`src/rtl/tune_pkg.sv`:
```
// Shared types and constants for the four-note tune player.
package tune_pkg;

    localparam int unsigned CNT_W_DEF = 32;
    localparam int unsigned REP_W_DEF = 8;
    localparam int unsigned NUM_NOTES = 4;
    localparam int unsigned IDX_W     = $clog2(NUM_NOTES);

    localparam logic [IDX_W-1:0] LAST_IDX = IDX_W'(NUM_NOTES - 1);

    typedef enum logic [1:0] {
        IDLE = 2'd0,
        PLAY = 2'd1,
        DONE = 2'd2
    } state_e;

    // Note index successor, wrapping after the last note.
    function automatic logic [IDX_W-1:0] next_idx(input logic [IDX_W-1:0] idx);
        return (idx == LAST_IDX) ? '0 : idx + IDX_W'(1);
    endfunction

endpackage

```
`src/rtl/tone_gen.sv`:
```
// Square-wave generator: toggles pwm every half_period cycles; half_period 0 is a rest.
module tone_gen #(
    parameter int unsigned CNT_W = 32
) (
    input  logic             clk,
    input  logic             reset_n,
    input  logic             clr,
    input  logic             en,
    input  logic [CNT_W-1:0] half_period,
    output logic             pwm
);

    logic [CNT_W-1:0] tone_cnt_q;
    logic [CNT_W-1:0] tone_cnt_d;
    logic             pwm_q;
    logic             pwm_d;

    always_comb begin : tone_next
        tone_cnt_d = tone_cnt_q;
        pwm_d      = pwm_q;
        if (clr) begin
            tone_cnt_d = '0;
            pwm_d      = 1'b0;
        end else if (en) begin
            if (half_period == '0) begin
                tone_cnt_d = '0;
                pwm_d      = 1'b0;
            end else if (tone_cnt_q == half_period - CNT_W'(1)) begin
                tone_cnt_d = '0;
                pwm_d      = ~pwm_q;
            end else begin
                tone_cnt_d = tone_cnt_q + CNT_W'(1);
            end
        end
    end

    always_ff @(posedge clk) begin : tone_regs
        if (!reset_n) begin
            tone_cnt_q <= '0;
            pwm_q      <= 1'b0;
        end else begin
            tone_cnt_q <= tone_cnt_d;
            pwm_q      <= pwm_d;
        end
    end

    assign pwm = pwm_q;

endmodule

```
`src/rtl/tune.sv`:
```
// Four-note tune player: latches four notes and a repeat count on start,
// plays them repThreshold times as a square wave, then waits for start to drop.
module tune
    import tune_pkg::*;
#(
    parameter int unsigned CNT_W = CNT_W_DEF,
    parameter int unsigned REP_W = REP_W_DEF
) (
    input  logic             clk,
    input  logic             reset_n,
    input  logic             start,
    input  logic [CNT_W-1:0] freq0,
    input  logic [CNT_W-1:0] freq1,
    input  logic [CNT_W-1:0] freq2,
    input  logic [CNT_W-1:0] freq3,
    input  logic [CNT_W-1:0] dur0,
    input  logic [CNT_W-1:0] dur1,
    input  logic [CNT_W-1:0] dur2,
    input  logic [CNT_W-1:0] dur3,
    input  logic [REP_W-1:0] repThreshold,
    output logic             makingMusic,
    output logic             pwm
);

    typedef logic [NUM_NOTES-1:0][CNT_W-1:0] note_vec_t;

    state_e           state_q;
    state_e           state_d;
    note_vec_t        freq_q;
    note_vec_t        freq_d;
    note_vec_t        dur_q;
    note_vec_t        dur_d;
    note_vec_t        freq_in_c;
    note_vec_t        dur_in_c;
    logic [REP_W-1:0] rep_thr_q;
    logic [REP_W-1:0] rep_thr_d;
    logic [REP_W-1:0] rep_q;
    logic [REP_W-1:0] rep_d;
    logic [IDX_W-1:0] idx_q;
    logic [IDX_W-1:0] idx_d;
    logic [CNT_W-1:0] dur_cnt_q;
    logic [CNT_W-1:0] dur_cnt_d;
    logic [CNT_W-1:0] cur_dur_c;
    logic [CNT_W-1:0] note_end_cnt_c;
    logic [CNT_W-1:0] cur_freq_c;
    logic             making_music_q;
    logic             making_music_d;
    logic             start_ok_c;
    logic             note_last_c;
    logic             pass_last_c;
    logic             tone_clr_c;
    logic             tone_en_c;

    assign freq_in_c = {freq3, freq2, freq1, freq0};
    assign dur_in_c  = {dur3, dur2, dur1, dur0};

    // A zero duration plays for one cycle, same as a duration of one.
    assign start_ok_c     = start && (repThreshold != '0);
    assign cur_dur_c      = dur_q[idx_q];
    assign cur_freq_c     = freq_q[idx_q];
    assign note_end_cnt_c = (cur_dur_c == '0) ? '0 : cur_dur_c - CNT_W'(1);
    assign note_last_c    = (dur_cnt_q == note_end_cnt_c);
    assign pass_last_c    = (idx_q == LAST_IDX) && ((rep_q + REP_W'(1)) == rep_thr_q);

    always_ff @(posedge clk) begin : state_reg
        if (!reset_n) begin
            state_q <= IDLE;
        end else begin
            state_q <= state_d;
        end
    end

    always_comb begin : next_state
        state_d = state_q;
        unique case (state_q)
            IDLE:    if (start_ok_c) state_d = PLAY;
            PLAY:    if (note_last_c && pass_last_c) state_d = DONE;
            DONE:    if (!start) state_d = IDLE;
            default: state_d = IDLE;
        endcase
    end

    always_comb begin : output_next
        freq_d         = freq_q;
        dur_d          = dur_q;
        rep_thr_d      = rep_thr_q;
        rep_d          = rep_q;
        idx_d          = idx_q;
        dur_cnt_d      = dur_cnt_q;
        making_music_d = (state_d == PLAY);
        tone_en_c      = (state_q == PLAY);
        tone_clr_c     = (state_q != PLAY) || note_last_c;
        unique case (state_q)
            IDLE: begin
                if (start_ok_c) begin
                    freq_d    = freq_in_c;
                    dur_d     = dur_in_c;
                    rep_thr_d = repThreshold;
                    rep_d     = '0;
                    idx_d     = '0;
                    dur_cnt_d = '0;
                end
            end
            PLAY: begin
                if (note_last_c) begin
                    dur_cnt_d = '0;
                    idx_d     = next_idx(idx_q);
                    if (idx_q == LAST_IDX) begin
                        rep_d = pass_last_c ? '0 : rep_q + REP_W'(1);
                    end
                end else begin
                    dur_cnt_d = dur_cnt_q + CNT_W'(1);
                end
            end
            default: ;
        endcase
    end

    always_ff @(posedge clk) begin : data_regs
        if (!reset_n) begin
            freq_q         <= '0;
            dur_q          <= '0;
            rep_thr_q      <= '0;
            rep_q          <= '0;
            idx_q          <= '0;
            dur_cnt_q      <= '0;
            making_music_q <= 1'b0;
        end else begin
            freq_q         <= freq_d;
            dur_q          <= dur_d;
            rep_thr_q      <= rep_thr_d;
            rep_q          <= rep_d;
            idx_q          <= idx_d;
            dur_cnt_q      <= dur_cnt_d;
            making_music_q <= making_music_d;
        end
    end

    tone_gen #(
        .CNT_W (CNT_W)
    ) u_tone_gen (
        .clk         (clk),
        .reset_n     (reset_n),
        .clr         (tone_clr_c),
        .en          (tone_en_c),
        .half_period (cur_freq_c),
        .pwm         (pwm)
    );

    assign makingMusic = making_music_q;

endmodule

```
`config.mk`:
```
export PLATFORM = sky130hd
export DESIGN_NAME = tune
export DESIGN_NICKNAME = d
export VERILOG_FILES = /design/src/rtl/tune_pkg.sv /design/src/rtl/tone_gen.sv /design/src/rtl/tune.sv
export SDC_FILE = /design/constraint.sdc
export NUM_CORES = 1
export LEC_CHECK = 0
export CAP_MARGIN = 15
export CORE_MARGIN = 5
export CORE_UTILIZATION = 40
export DETAILED_ROUTE_END_ITERATION = 10
export MAX_ROUTING_LAYER = met4
export PLACE_DENSITY = 0.59
export SYNTH_ARGS = -nofsm -noshare
export SYNTH_HDL_FRONTEND = slang
export SYNTH_SLANG_ARGS = --single-unit
```
`constraint.sdc`:
```
create_clock -name clk -period 8.5 [get_ports clk]
set_input_delay 1.275 -clock clk [delete_from_list [all_inputs] [get_ports clk]]
set_output_delay 1.275 -clock clk [all_outputs]
set_load 0.005 [all_outputs]
```
==> results.txt <==
status: finished clean
GR Util met1: 29.1%
met3 Resource Use GR: 2.93%
Final #Nets: 2548
cts bufs inserted: 40
leak pwr: 7.47 nW
antenna-violating nets left: 0
minimum clock period: 5.94 ns
Crit. End Element: flip-flop
Setup violations, final: 0
Top Usage Layer GRT: met2
crit share post-route: 69.9%
Resize count post-CTS: 0
Worst Hold Class: reg2reg
Synth Area in Compound Gates: 13.4%
via count: 15428
arrival time worst endpoint: 6.35 ns
top post-synthesis cells by area: dfxtp_1 40%, nand2_1 14%, mux4_2 8.5%, a21oi_1 8.4%, xnor2_1 3.8%
register area share after synthesis: 40.4%
Simple-Gate Fraction of Synth Area: 25.4%
setup bufs post-CTS: 0
Remaining Overflow, GRT: 0
Worst Skew: 0.0171 ns
fill count: 4008
mux share of post-synthesis cell area: 9.82%
Netlist cell types: 73
Rows: 75
Mean Syn Cell Area: 8.08 um^2
f_max: 168 MHz
slew margin rel.: 28.9%
Synth Area in XOR/XNOR: 6.34%
vias in the first global route: 14893
Clock Path Buffers: 3
CTS tree: yes
H-tree Lvls: 2
total of max-cap violations: 0
Yosys reg bits: 342
Hold-fix buffers, CTS: 0
ys async rst share: 0%
Mapped Cells: 2097
RePlAce Congestion: 0.963
drt pass-1 iters: 5
Worst EP required: 8.90 ns
Worst-Skew Late Latency: 0.56 ns
Final Hold Viols: 0
Critical Setup Path Class: reg2reg
CTS clock-pin slew for the worst setup and hold paths: 0.06 ns
CTS sink cnt: 342
Die W: 216 um
Detailed Route Iter0 Violations: 962
r2r setup slk: 2.56 ns
Yosys top cell area share: 40.4%
total negative slack: 0 ns
largest area contributor in the synthesized netlist: dfxtp_1
I/O Buffers: 268
pwr/cell area: 196 mW/mm^2
largest family of logic cells by synthesized area: simple AND/OR/NAND/NOR gates
DRC errors left: 0
final cell utilization of the core: 50.7%
IO Count: 269
layout cells sized above 1: 7.59%
WL/cell: 18.3 um
most frequent cells in the layout: 611 x nand2_1, 340 x dfxtp_1, 284 x a21oi_1, 268 x clkdlybuf4s50_1, 87 x nor2_1
EDFF count, synth: 0
commonest non-fill, non-tap cell in the layout: nand2_1
Setup crit start kind: flip-flop
Routed Wire Length: 51.9 mm
Layout area overhead: 25.6%
post-synthesis adder-cell area fraction: 0.517%
root buf cell: clkbuf_16
core area: 0.0419 mm^2
largest net degree at the start of global routing: 230
crit-path max FO: 44
ant diodes: 0
GRT Total Usage: 22.0%
Post-Synthesis Cell Area: 0.0169 mm^2
top_reg_cell synth: dfxtp_1
HPWL Detailed: 37.6 mm
net count after synthesis: 2371
DIE HEIGHT: 216 um
GR Layer Usage met2: 36.2%
Peak VDD IR: 0.129 mV
Slew @ Worst Pin: 1.07 ns
antenna violations before repair: 0
first-pass GRT wire length: 81.9 mm
overall power: 0.00417 W
via density per instance: 5.42
Warnings, synthesis: 0
full die area: 0.0466 mm^2
Max Transition Viols Final: 0
RSZ-0062 raised after global routing: no
starting density of the core: 40.4%
## cells in the mapped netlist (all sizes together), types with 7 or more instances
cell type / count
nand2: 611
o21ai: 32
ha: 7
nor4: 30
nand3b: 7
nand2b: 8
nand3: 55
and3: 35
inv: 21
a21oi: 284
xnor2: 73
nor3: 32
nor2: 89
nand4: 22
clkbuf: 122
mux4: 64
or3: 21
dfxtp: 342
mux2i: 20
buf: 26
or4: 13
xor2: 47
or2: 9
a31oi: 28
o211ai: 7
## cell type report
type	instances	area (um^2)	share of cell area (%)
inverters	21	86.3	0.406
clock buffers	53	1130	5.31
multi-input cells	1586	9440	44.4
clock inverters	20	269	1.26
well taps	539	674	3.17
repair buffers	283	2830	13.3
flip-flops and latches	342	6850	32.2
## per-stage QoR
| step | cells | setup WS [ns] | hold WS [ns] | cell area [um^2] |
|---|---|---|---|---|
| after floorplan | 2097 | 3.50 | 0.433 | 16900 |
| after global placement | 2769 | 2.62 | 0.440 | 19800 |
| after detailed placement | 2769 | 2.55 | 0.444 | 19800 |
| after CTS | 2842 | 2.51 | 0.451 | 21200 |
| after global routing | 2844 | 2.12 | 0.466 | 21300 |
| final | 2844 | 2.56 | 0.452 | 21300 |
## layer usage
layer / share of wire, % / wire [um]
met5: 0 / 0
met4: 1.9 / 964
met3: 4.2 / 2160
met2: 49 / 25300
met1: 45 / 23500
## state kept, by name, indices dropped and copies added, names as in the netlist
name                   flops
dur_q                    128
makingMusic                1
freq_q                   128
state_q                    2
u_tone_gen.pwm             1
rep_thr_q                  8
rep_q                      8
u_tone_gen.tone_cnt_q     32
dur_cnt_q                 32
idx_q                      2
## kinds of logic (layout without fill, tap and decap cells)
group           Yosys count  in the layout
xor+xnor                121            121
simple gates            965            965
fa+ha+maj                 7              7
buf+inv                 169            377
flops                   342            342
compound gates          407            407
mux                      86             86
## power breakdown
| part | leakage (nW) | switching (W) | total (W) | internal, W |
|---|---|---|---|---|
| Combinational | 3.99 | 0.000337 | 0.000627 | 0.000290 |
| Sequential | 2.80 | 0.0000436 | 0.00172 | 0.00168 |
| Clock | 0.685 | 0.000696 | 0.00182 | 0.00112 |
| Total | 7.47 | 0.00108 | 0.00417 | 0.00309 |
## path summary, 6_finish.rpt
check,from,endpoint,cells after the start
hold / removal,dur_q[117],dur_q[117],2
setup / recovery,idx_q[0],u_tone_gen.tone_cnt_q[8],12
setup reg to reg,idx_q[0],u_tone_gen.tone_cnt_q[8],12
hold reg to reg,dur_q[117],dur_q[117],2
## critical path: stages (launching register included)
cell and delay, ns:
dfxtp_4 0.81, mux4_2 0.65, or4_4 0.59, or4b_1 0.69
nor4_4 0.54, nor3_1 0.10, a211o_1 0.28, a2111oi_0 0.41
nand4_1 0.23, or3_1 0.41, buf_4 0.28, nand4b_2 0.62
nor2_1 0.12
Note: power is estimated with default switching activity, not from simulation.
